**src/rtl/restador_serial.sv**
```systemverilog
// restador_serial: bit-serial subtractor computing D = A - B - Bin, one bit per
// clock, LSB first. The result is valid WIDTH cycles after start is accepted.
// Optional feature: define RESTADOR_OVF_EN to generate the two's-complement
// overflow flag V. When it is undefined, V is tied to 0.
module restador_serial #(
    parameter int unsigned WIDTH = 8
) (
    input  logic             clk,
    input  logic             rst,
    input  logic             start,
    input  logic [WIDTH-1:0] A,
    input  logic [WIDTH-1:0] B,
    input  logic             Bin,
    output logic             busy,
    output logic             done,
    output logic [WIDTH-1:0] D,
    output logic             Bout,
    output logic             V
);

    localparam int unsigned CW = (WIDTH > 1) ? $clog2(WIDTH) : 1;

    typedef enum logic [1:0] {
        IDLE  = 2'd0,
        SHIFT = 2'd1,
        DONE  = 2'd2
    } state_t;

    state_t           state;
    logic [WIDTH-1:0] a_sr;
    logic [WIDTH-1:0] b_sr;
    logic [WIDTH-1:0] res_sr;
    logic             br;
    logic [CW-1:0]    cnt;

    logic             d_bit;
    logic             br_nxt;
    logic [WIDTH-1:0] res_nxt;
    logic             last_bit;

`ifdef RESTADOR_OVF_EN
    logic             a_msb;
    logic             b_msb;
`endif

    // One full-subtractor bit slice on the current LSBs.
    assign d_bit    = a_sr[0] ^ b_sr[0] ^ br;
    assign br_nxt   = (~a_sr[0] & b_sr[0]) | (~a_sr[0] & br) | (b_sr[0] & br);
    assign res_nxt  = {d_bit, res_sr[WIDTH-1:1]};
    assign last_bit = (cnt == CW'(WIDTH - 1));

    // Control FSM, datapath shift registers and registered results.
    always_ff @(posedge clk) begin
        if (rst) begin
            state  <= IDLE;
            a_sr   <= '0;
            b_sr   <= '0;
            res_sr <= '0;
            br     <= 1'b0;
            cnt    <= '0;
            busy   <= 1'b0;
            done   <= 1'b0;
            D      <= '0;
            Bout   <= 1'b0;
`ifdef RESTADOR_OVF_EN
            V      <= 1'b0;
            a_msb  <= 1'b0;
            b_msb  <= 1'b0;
`endif
        end else begin
            done <= 1'b0;
            case (state)
                IDLE, DONE: begin
                    if (start) begin
                        a_sr   <= A;
                        b_sr   <= B;
                        br     <= Bin;
                        res_sr <= '0;
                        cnt    <= '0;
                        busy   <= 1'b1;
                        state  <= SHIFT;
`ifdef RESTADOR_OVF_EN
                        a_msb  <= A[WIDTH-1];
                        b_msb  <= B[WIDTH-1];
`endif
                    end else begin
                        state <= IDLE;
                    end
                end
                SHIFT: begin
                    a_sr   <= a_sr >> 1;
                    b_sr   <= b_sr >> 1;
                    br     <= br_nxt;
                    res_sr <= res_nxt;
                    cnt    <= cnt + CW'(1);
                    if (last_bit) begin
                        state <= DONE;
                        busy  <= 1'b0;
                        done  <= 1'b1;
                        D     <= res_nxt;
                        Bout  <= br_nxt;
`ifdef RESTADOR_OVF_EN
                        V     <= (a_msb ^ b_msb) & (a_msb ^ res_nxt[WIDTH-1]);
`endif
                    end
                end
                default: begin
                    state <= IDLE;
                    busy  <= 1'b0;
                end
            endcase
        end
    end

`ifndef RESTADOR_OVF_EN
    // Overflow detection disabled: the port stays, driven low.
    assign V = 1'b0;
`endif

endmodule

```
**config.mk**
```make
export PLATFORM = sky130hd
export DESIGN_NAME = restador_serial
export DESIGN_NICKNAME = d
export VERILOG_FILES = /design/src/rtl/restador_serial.sv
export SDC_FILE = /design/constraint.sdc
export NUM_CORES = 1
export LEC_CHECK = 0
export ABC_CLOCK_PERIOD_IN_PS = 3400
export BUFFER_PORTS_ARGS = -buffer_cell sky130_fd_sc_hd__buf_2
export CORE_MARGIN = 3
export CORE_UTILIZATION = 30
export DETAILED_ROUTE_END_ITERATION = 10
export GPL_TIMING_DRIVEN = 0
export PLACE_DENSITY_LB_ADDON = 0.15
export SYNTH_ARGS = -nofsm -noshare
export SYNTH_HDL_FRONTEND = slang
export SYNTH_SLANG_ARGS = --single-unit
```
**constraint.sdc**
```tcl
create_clock -name clk -period 3.4 [get_ports clk]
set_clock_uncertainty 0.05 [all_clocks]
set_input_delay 0.34 -clock clk [delete_from_list [all_inputs] [get_ports clk]]
set_output_delay 0.34 -clock clk [all_outputs]
set_load 0.1 [all_outputs]
```
# Word-level counts from Yosys, hierarchy flattened
# Cells that the tools add are included.
[classes]
n_div = 0
reduce_logical = 7
n_bitwise = 9
addsub = 1
multipliers = 0
muxes = 17
shift = 0
n_lt_le_gt_ge = 0
eq_ne = 5
[ops]
columns = ["operator", "count"]
rows = [
  ["8-bit case mux with 2 select lines", 3],
  ["8-bit 2-to-1 mux", 3],
  ["3-bit case mux with 2 select lines", 1],
  ["2-bit AND reduction", 3],
  ["1-bit 2-to-1 mux", 5],
  ["2-bit inequality test (second input constant)", 2],
  ["1-bit case mux with 2 select lines", 2],
  ["2-bit case mux with 2 select lines", 1],
  ["2-bit OR reduction", 2],
  ["3-bit by 1-bit adder with 3-bit output (second input constant)", 1],
  ["1-bit AND", 3],
  ["3-bit == test (second input constant)", 1],
  ["3-bit 2-to-1 mux", 1],
  ["2-bit by 1-bit == test with 1-bit output (second input constant)", 1],
  ["2-bit == test (second input constant)", 1],
  ["2-bit zero test", 1],
  ["2-bit 2-to-1 mux", 1],
  ["1-bit inverter", 2],
  ["1-bit bitwise OR", 2],
  ["2-bit nonzero test", 1],
  ["1-bit XOR", 2],
]
[word_totals]
latchBits = 0
output_inout_bits = 12
wordCells = 49
romBits = 0
reg_bits = 41
memories = 0
in_bits = 20
ramBits = 0

# Depth between registers and ports, before layout
[logic_depth]
word_depth = 5
depth_mapped = 5
depth_no_buf = 5

# Worst setup path after synthesis
# Ideal clock, no wire load.
[synth_path]
path_type = "register to register"
start = "reg, netlist name D[7]"
end = "reg D[7]"
t_required_ns = 3.259
n_path_buf = 0
arrival_ns = 1.241
path_stages_with_launch = 3
slack_ns = 2.018
setup_ns = 0.091
synth_period_minus_slack_ns = 1.382
path_cell_list = "dfxtp_1 a21oi_1 a311oi_1"
[synth_lines]
columns = ["item", "line_no", "text"]
rows = [
  ["to (signal assigned)", "100", "D <= res_nxt;"],
  ["to (decl)", "16", "output logic [WIDTH-1:0] D,"],
]

# Final worst setup path
[layout_path]
start = "reg cnt[0]"
end = "reg D[6]"
[layout_between]
elab_chain_cells = 2
[layout_lines]
columns = ["item", "line_no", "text"]
rows = [
  ["from (decl)", "34", "logic [CW-1:0] cnt;"],
  ["from (signal assigned)", "95", "cnt <= cnt + CW'(1);"],
  ["3-bit == test", "50", "assign last_bit = (cnt == CW'(WIDTH - 1));"],
  ["net last_bit", "39", "logic last_bit;"],
  ["2-bit AND reduction (no source line)", "-", ""],
]
# The timed path passes the listed nets, and every way through them passes these cells.
# A chain may end at the register's enable or synchronous reset.

==> flow_metrics.tcl <==
set metrics [dict create \
    holdCritPathClass "in -> reg" \
    vdd_drop_max_mv 0.197 \
    overflow 0 \
    max-slew-margin-rel_pct 58.7 \
    synthArstFlopShare_pct 0 \
    rsz0062_at_grt "no" \
    cts_tree "built" \
    dieWidth_um 80.6 \
    cts.clk_slew.worst_paths_ns 0.07 \
    drt_pass1_iterations 4 \
    start_util_pct 31.8 \
    synth_top_area_share_pct 48.0 \
    dp_slack_ns 1.82 \
    coreArea_mm2 0.00524 \
    yosysUniqueCellTypes 22 \
    fin_crit_sh_pct 46.3 \
    antenna_left 0 \
    report.final.slew_viol_count 0 \
    yosysMostFrequentCell "nand2_1" \
    antenna_found_initial 0 \
    grt_pass1_vias 1317 \
    grt_pass1_wl_um 6350 \
    drt-total-wl_um 3850 \
    clkLatencyLatePin_ns 0.29 \
    final_nets 256 \
    cts_setup_buffers 0 \
    seqCellArea_um2 801 \
    outcome "finished clean" \
    pwr_density_cell_mw_per_mm2 473 \
    worst_pin_slew_ns 0.619 \
    yosys-top-cells-count "48 x nand2_1, 40 x dfxtp_1, 22 x a21oi_1" \
    synth.largest_area_cell "dfxtp_1" \
    cts-root-buf "clkbuf_8" \
    postLayoutCoreUtil_pct 37.6 \
    fill_cells 586 \
    synth_edf_count 0 \
    fmax_mhz 636 \
    die_h_um 80.6 \
    crit_type "reg -> reg" \
    pin_count 32 \
    numCtsBuffers 5 \
    ys_seq_elements 40 \
    multi_input_area_um2 753 \
    syn2layout_area_growth_pct 18.1 \
    grt_max_degree 11 \
    synthFlopType "dfxtp_1" \
    drt_iter0_drc 72 \
    via_per_inst 4.79 \
    detail_route.wl_per_cell_um 12.8 \
    syn_area_mm2 0.00167 \
    cts.sinks 40 \
    synth.area.top_cells "dfxtp_1 48%, nand2_1 11%, a21oi_1 6.6%, a311oi_2 6.3%, nand3_1 6.0%" \
    crit_arrival_ns 1.74 \
    die_area_mm2 0.00649 \
    setup_viol 0 \
    place.gp.congestion 0.717 \
    layout_setup_ws_ns 1.83 \
    yosys_warnings 0 \
    synth-seq-area-share_pct 48.0 \
    syn_inst 197 \
    final_hold_viol_count 0 \
    synth_area_per_cell_um2 8.47 \
    endpoint_kind "register" \
    dr_total_vias 1441 \
    cts_hold_buf 0 \
    setup.worst_path.start_class "register" \
    global_route.usage.total_pct 12.8 \
    path_max_fanout 10 \
    antenna_cells 0 \
    numPortBuffers 29 \
    finalPower_uw 931 \
    cts-resized-gates 0 \
    h-tree-depth 2 \
    synth_nets 220 \
    leakagePower_nw 0.773 \
    required_ns 3.57 \
    maxCapViolCount 0 \
    final.setup.tns_ns 0 \
    dp_hpwl_um 2650 \
    drc 0 \
    period_needed_ns 1.57 \
    drive_gt1_share_pct 23.4 \
    placement_rows 26 \
    clock_path_buffers 2 \
]
[state kept, by name (all words and copies together), names as in the netlist]
| signal | flops |
|---|---|
| D | 8 |
| a_sr | 8 |
| b_sr | 8 |
| res_sr | 7 |
| cnt | 3 |
| state | 2 |
| Bout | 1 |
| br | 1 |
| busy | 1 |
| done | 1 |
[cell type report]
cell class | count | share of cell area (%)
multi-input cells | 138 | 38.2
clock buffers | 5 | 3.49
inverters | 1 | 0.191
well taps | 70 | 4.45
flip-flops and latches | 40 | 40.7
repair buffers | 29 | 7.37
plain buffers | 18 | 5.59
[final timing paths]
kind / slack, ns / start / depth (start not counted) / endpoint
setup reg to reg: 1.83 / cnt[0] / 5 / D[6]
hold reg to reg: 0.40 / D[2] / 2 / D[2]
setup / recovery: 1.83 / cnt[0] / 5 / D[6]
hold / removal: 0.24 / A[7] / 3 / a_sr[7]
[worst max-delay path, stage by stage, from the launching register on]
cell and delay [ns]:
dfxtp_1 0.36, ha_1 0.17, ha_1 0.22, buf_1 0.42, nand3_1 0.15, a21oi_1 0.14
[power breakdown]
group	leakage (nW)	switching [mW]	internal (mW)	total [mW]
logic	0.410	0.0848	0.0522	0.137
registers	0.327	0.0135	0.492	0.506
clock network	0.0359	0.156	0.132	0.289
[layer usage]
layer	share of wire [%]	vias to the layer above	track usage (%)	wire length, µm
li1	-	734	-	-
met1	48	670	17.2	1860
met2	45	31	19.0	1720
met3	5.7	6	3.48	218
met5	0	-	0	0
met4	1.3	0	5.57	49
[cell usage in the layout, fill, tap and decap left out, drive strengths merged]
cell,netlist,final
nand2b,4,4
fa,1,1
nand3,20,20
buf,14,43
nor2,19,19
conb,1,1
inv,1,1
nand2,48,48
ha,2,2
clkbuf,4,9
and2b,1,1
nand3b,1,1
dfxtp,40,40
nor2b,1,1
o21ai,1,1
o21a,1,1
a21oi,22,22
a311oi,16,16
[cells by family after synthesis]
logic type,synth area share (%)
AO/OA/AOI/OAI,18.4
adder cells (fa/ha/maj),2.70
buffers and inverters,6.83
flip-flops,48.0
other,0.225
AND/OR/NAND/NOR,23.9
[metrics by stage]
stage | std cells | hold WS (ns) | instance area [µm²]
floorplan | 197 | 0.394 | 1670
global placement | 296 | 0.392 | 1900
detailed placement | 296 | 0.396 | 1900
CTS | 301 | 0.236 | 1970
global route | 301 | 0.255 | 1970
finish | 301 | 0.239 | 1970
No activity file was read; power rests on OpenSTA's default activity.
